===== config.mk =====
export PLATFORM = sky130hd
export DESIGN_NAME = register_input_pipe
export DESIGN_NICKNAME = d
export VERILOG_FILES = /design/src/rtl/register_input_pipe.sv
export SDC_FILE = /design/constraint.sdc
export NUM_CORES = 1
export LEC_CHECK = 0
export CAP_MARGIN = 20
export CORE_ASPECT_RATIO = 0.7
export CORE_MARGIN = 4
export CORE_UTILIZATION = 53
export DETAILED_ROUTE_END_ITERATION = 8
export MAX_ROUTING_LAYER = met4
export PLACE_DENSITY = 0.85
export SYNTH_ARGS = -nofsm -noshare
export SYNTH_HDL_FRONTEND = slang
export SYNTH_SLANG_ARGS = --single-unit

===== constraint.sdc =====
create_clock -name clk -period 5.4 [get_ports clk]
set_input_delay 1.08 -clock clk [delete_from_list [all_inputs] [get_ports clk]]
set_output_delay 1.08 -clock clk [all_outputs]
set_load 0.03 [all_outputs]

===== src/rtl/register_input_pipe.sv =====
// Elastic multi-stage operand register for the LUT multiplier path: valid/ready
// flow with bubble collapse, per-lane zero masking, sync flush and occupancy count.
module register_input_pipe #(
  parameter  int DIM_A       = 4,
  parameter  int INPUT_WIDTH = 8,
  parameter  int DEPTH       = 2,
  localparam int CW          = $clog2(DEPTH + 1)
) (
  input  logic                         clk,
  input  logic                         rst_n,
  input  logic                         flush,
  input  logic                         in_valid,
  output logic                         in_ready,
  input  logic [DIM_A-1:0]             in_mask,
  input  logic [DIM_A*INPUT_WIDTH-1:0] in_data,
  output logic                         out_valid,
  input  logic                         out_ready,
  output logic [DIM_A*INPUT_WIDTH-1:0] out_data,
  output logic [CW-1:0]                occupancy
);

  localparam int W = DIM_A * INPUT_WIDTH;

  logic [DEPTH-1:0] vld_p;
  logic [W-1:0]     data_p [DEPTH];
  logic [DEPTH-1:0] adv;
  logic [W-1:0]     masked;
  logic             accept;
  logic             leave;

  // Ready chain: a stage may load when it is empty or its occupant moves on.
  always_comb begin
    logic a;
    a = out_ready | ~vld_p[DEPTH-1];
    adv[DEPTH-1] = a;
    for (int k = DEPTH - 2; k >= 0; k--) begin
      a = a | ~vld_p[k];
      adv[k] = a;
    end
  end

  always_comb begin
    masked = '0;
    for (int i = 0; i < DIM_A; i++) begin
      if (in_mask[i]) masked[i*INPUT_WIDTH +: INPUT_WIDTH] = in_data[i*INPUT_WIDTH +: INPUT_WIDTH];
    end
  end

  assign in_ready  = adv[0] & ~flush;
  assign accept    = in_valid & in_ready;
  assign leave     = vld_p[DEPTH-1] & out_ready & ~flush;
  assign out_valid = vld_p[DEPTH-1];
  assign out_data  = data_p[DEPTH-1];

  for (genvar k = 0; k < DEPTH; k++) begin : g_stage
    // Stage k boundary: stage 0 takes the masked input, later stages take k-1.
    if (k == 0) begin : g_first
      always_ff @(posedge clk or negedge rst_n) begin
        if (!rst_n) begin
          vld_p[0]  <= 1'b0;
          data_p[0] <= '0;
        end else if (flush) begin
          vld_p[0]  <= 1'b0;
          data_p[0] <= '0;
        end else if (adv[0]) begin
          vld_p[0]  <= accept;
          data_p[0] <= masked;
        end
      end
    end else begin : g_next
      always_ff @(posedge clk or negedge rst_n) begin
        if (!rst_n) begin
          vld_p[k]  <= 1'b0;
          data_p[k] <= '0;
        end else if (flush) begin
          vld_p[k]  <= 1'b0;
          data_p[k] <= '0;
        end else if (adv[k]) begin
          vld_p[k]  <= vld_p[k-1];
          data_p[k] <= data_p[k-1];
        end
      end
    end
  end

  always_ff @(posedge clk or negedge rst_n) begin
    if (!rst_n)     occupancy <= '0;
    else if (flush) occupancy <= '0;
    else            occupancy <= occupancy + CW'(accept) - CW'(leave);
  end

endmodule


==> summary.md <==
| Metric | Value |
|---|---|
| Sink Count | `68` |
| Area delta synth->final | `22.9%` |
| Core area | `5400 um^2` |
| Slowest cell delay on critical path | `0.69 ns` |
| Die H | `71.5 um` |
| Initial antenna violation count | `0` |
| CTS root buf | `clkbuf_8` |
| DR pass1 iterations | `4` |
| Worst Setup SP | `out_ready` |
| Crit Reg-Reg Startpoint | `out_valid` |
| Critical path peak fanout | `5` |
| Iter 0 DRT Violations | `179` |
| Unrepaired setup endpoints after global routing | `false` |
| Tcrit/Tclk final | `0.690` |
| I/O pins | `77` |
| Most frequent cells in the layout | `nand2_1, clkdlybuf4s50_1, dfrtp_1, a21oi_1, nand3_1` |
| CP bufs+invs | `2` |
| CP top delay family | `buffers and inverters` |
| Final ANT Viol Nets | `0` |
| Share of cells above drive strength 1 | `0.0585` |
| Detailed Place HPWL | `4310 um` |
| Worst VDD drop | `0.159 mV` |
| Starting Density | `0.566` |
| Row cnt | `22` |
| Critical path arrival | `2.64 ns` |
| Vias per std cell | `5.21` |
| Normalized max-slew margin | `0.531` |
| Most common cell after layout, fill and taps aside | `nand2_1` |
| Gpl congestion | `0.813` |
| Die X | `98.8 um` |
| Core Util, Final | `0.696` |
| Synth top area share | `0.557` |
| Synth area leader | `dfrtp_1` |
| Synthesized net count | `380` |
| Fmax | `269 MHz` |
| DIE AREA | `7060 um^2` |
| Setup Fix Bufs, Post-CTS | `0` |
| Cts repair resizes | `0` |
| Routed length per instance | `14.6 um` |
| Cell Area, Synth | `3060 um^2` |
| Power Dens Cells | `273 nW/um^2` |
| DRC | `0` |
| Total gr overflow | `0` |
| Worst-path clk slew | `0.06 ns` |
| Vias in the first global route | `2243` |
| GRT Util Overall | `0.200` |
| Largest cells by area after synthesis | `dfrtp_1, nand2_1, a21oi_1, buf_4, nand3_1` |
| Via count | `2332` |
| Final Max Tran Viols | `0` |
| DRT Wirelength | `6550 um` |
| Crit. End Element | `output port` |
| Cell mode on critical path | `clkdlybuf4s50_1` |
| Hold Crit Class | `flip-flop to flip-flop` |
| YS warnings | `0` |
| Worst path required time | `4.32 ns` |
| Endpoints failing setup | `0` |
| Crit path kind | `input pin to output port` |
| CTS tree | `yes` |
| CTS HTree Levels | `3` |
| Worst-case clock skew | `0.0107 ns` |
| Final hold vios | `0` |
| Max cap viols | `0` |
| Buffers added on ports | `76` |
| Largest net degree at the start of global routing | `71` |
| CTS Buf Count | `9` |
| Hold Path Origin | `data_p[35]` |
| ANT cells | `0` |
| Synth Area per Inst | `9.07 um^2` |
| Max Root-Sink Buffers | `2` |
| Slowest CP cell | `clkdlybuf4s50_1` |
| Startpoint types | `input pin` |
| Mapped Cells | `337` |
| First-pass GRT wire length | `10900 um` |
| CTS Hold Bufs | `0` |
| Leakage dissipation | `0.00161 uW` |
| Sequential cell area fraction in the yosys report | `0.557` |
| Count of cell types in the netlist | `18` |
| CP cell instances | `clkdlybuf4s50_1 > and3b_1 > nor2_1 > clkdlybuf4s50_1` |
| Clk Latency, worst-skew pair | `0.33 ns` |
| Seq cells post-synth | `68` |
| Layout Nets | `415` |
| Worst-Margin Slew | `0.704 ns` |
| Setup TNS | `0 ns` |
| Outcome | `finished clean` |
| Min Clock Period, post-route | `3.72 ns` |
[power by group]
part	switching (uW)	internal [uW]
clock	173	188
combinational	68.2	56.9
sequential	10.3	528
[through the flow]
| stage | hold slack [ns] | cell area (um^2) | setup slack [ns] | power [uW] | cells |
|---|---|---|---|---|---|
| 2_1_floorplan | 0.480 | 3060 | 2.48 | 615 | 337 |
| 6_report | 0.517 | 3750 | 1.68 | 1020 | 448 |
| 3_3_place_gp | 0.500 | 3530 | 1.70 | 669 | 431 |
| 3_5_place_dp | 0.512 | 3590 | 1.68 | 673 | 433 |
| 5_1_grt | 0.532 | 3750 | 1.57 | 1070 | 448 |
| 4_1_cts | 0.521 | 3750 | 1.67 | 1030 | 448 |
[area by class of cell]
class / instances / area, um^2
Timing Repair Buffer: 82 / 836
Fill cell: 429 / 1640
Clock buffer: 13 / 159
Sequential cell: 68 / 1700
Clock inverter: 2 / 10.0
Tap cell: 72 / 90.1
Inverter: 1 / 3.75
Multi-Input combinational cell: 210 / 955
[worst reg2reg max path, cell delays in order (launching register included)]
cell	delay, ns
dfrtp_1	0.42
and3b_1	0.21
nor2_1	0.13
nand2_1	0.08
ha_1	0.27
inv_1	0.04
ha_1	0.17
xor2_1	0.15
xnor2_1	0.13
nor2_1	0.06
[routing by layer]
| metal | track usage | up-vias | wire (um) |
|---|---|---|---|
| met1 | 0.274 | 1108 | 3000 |
| met3 | 0.0545 | 5 | 468 |
| li1 | - | 1129 | - |
| met4 | 0.0455 | 0 | 29 |
| met2 | 0.300 | 90 | 3050 |
| met5 | - | - | 0 |
[cells in the mapped netlist, drive strengths merged]
library cell  number
nand2             98
dfrtp             68
a21oi             64
buf               48
nand3             32
clkbuf            10
nor2               7
ha                 2
nor2b              2
and3b              1
inv                1
nand2b             1
nand3b             1
xnor2              1
xor2               1
[registers in the layout, summed over array words and instances, names as in the netlist]
register	count
out_data	32
data_p	32
vld_p	1
occupancy	2
out_valid	1
[kinds of logic after synthesis]
family | synth area share
fa+ha+maj | 0.00819
buf+inv | 0.131
xor+xnor | 0.00573
flops | 0.557
simple gates | 0.193
compound gates | 0.105
[path summary, 6_finish.rpt]
| kind | to | slack [ns] | cells after the start |
|---|---|---|---|
| setup / recovery | in_ready | 1.68 | 4 |
| min in group asynchronous | out_data[16] | 0.60 | 1 |
| hold reg to reg | data_p[35] | 0.52 | 2 |
| max in group asynchronous | out_data[7] | 3.84 | 2 |
| setup reg to reg | occupancy[1] | 3.60 | 9 |
| hold / removal | data_p[35] | 0.52 | 2 |
Note: power is estimated with default switching activity, not from simulation.
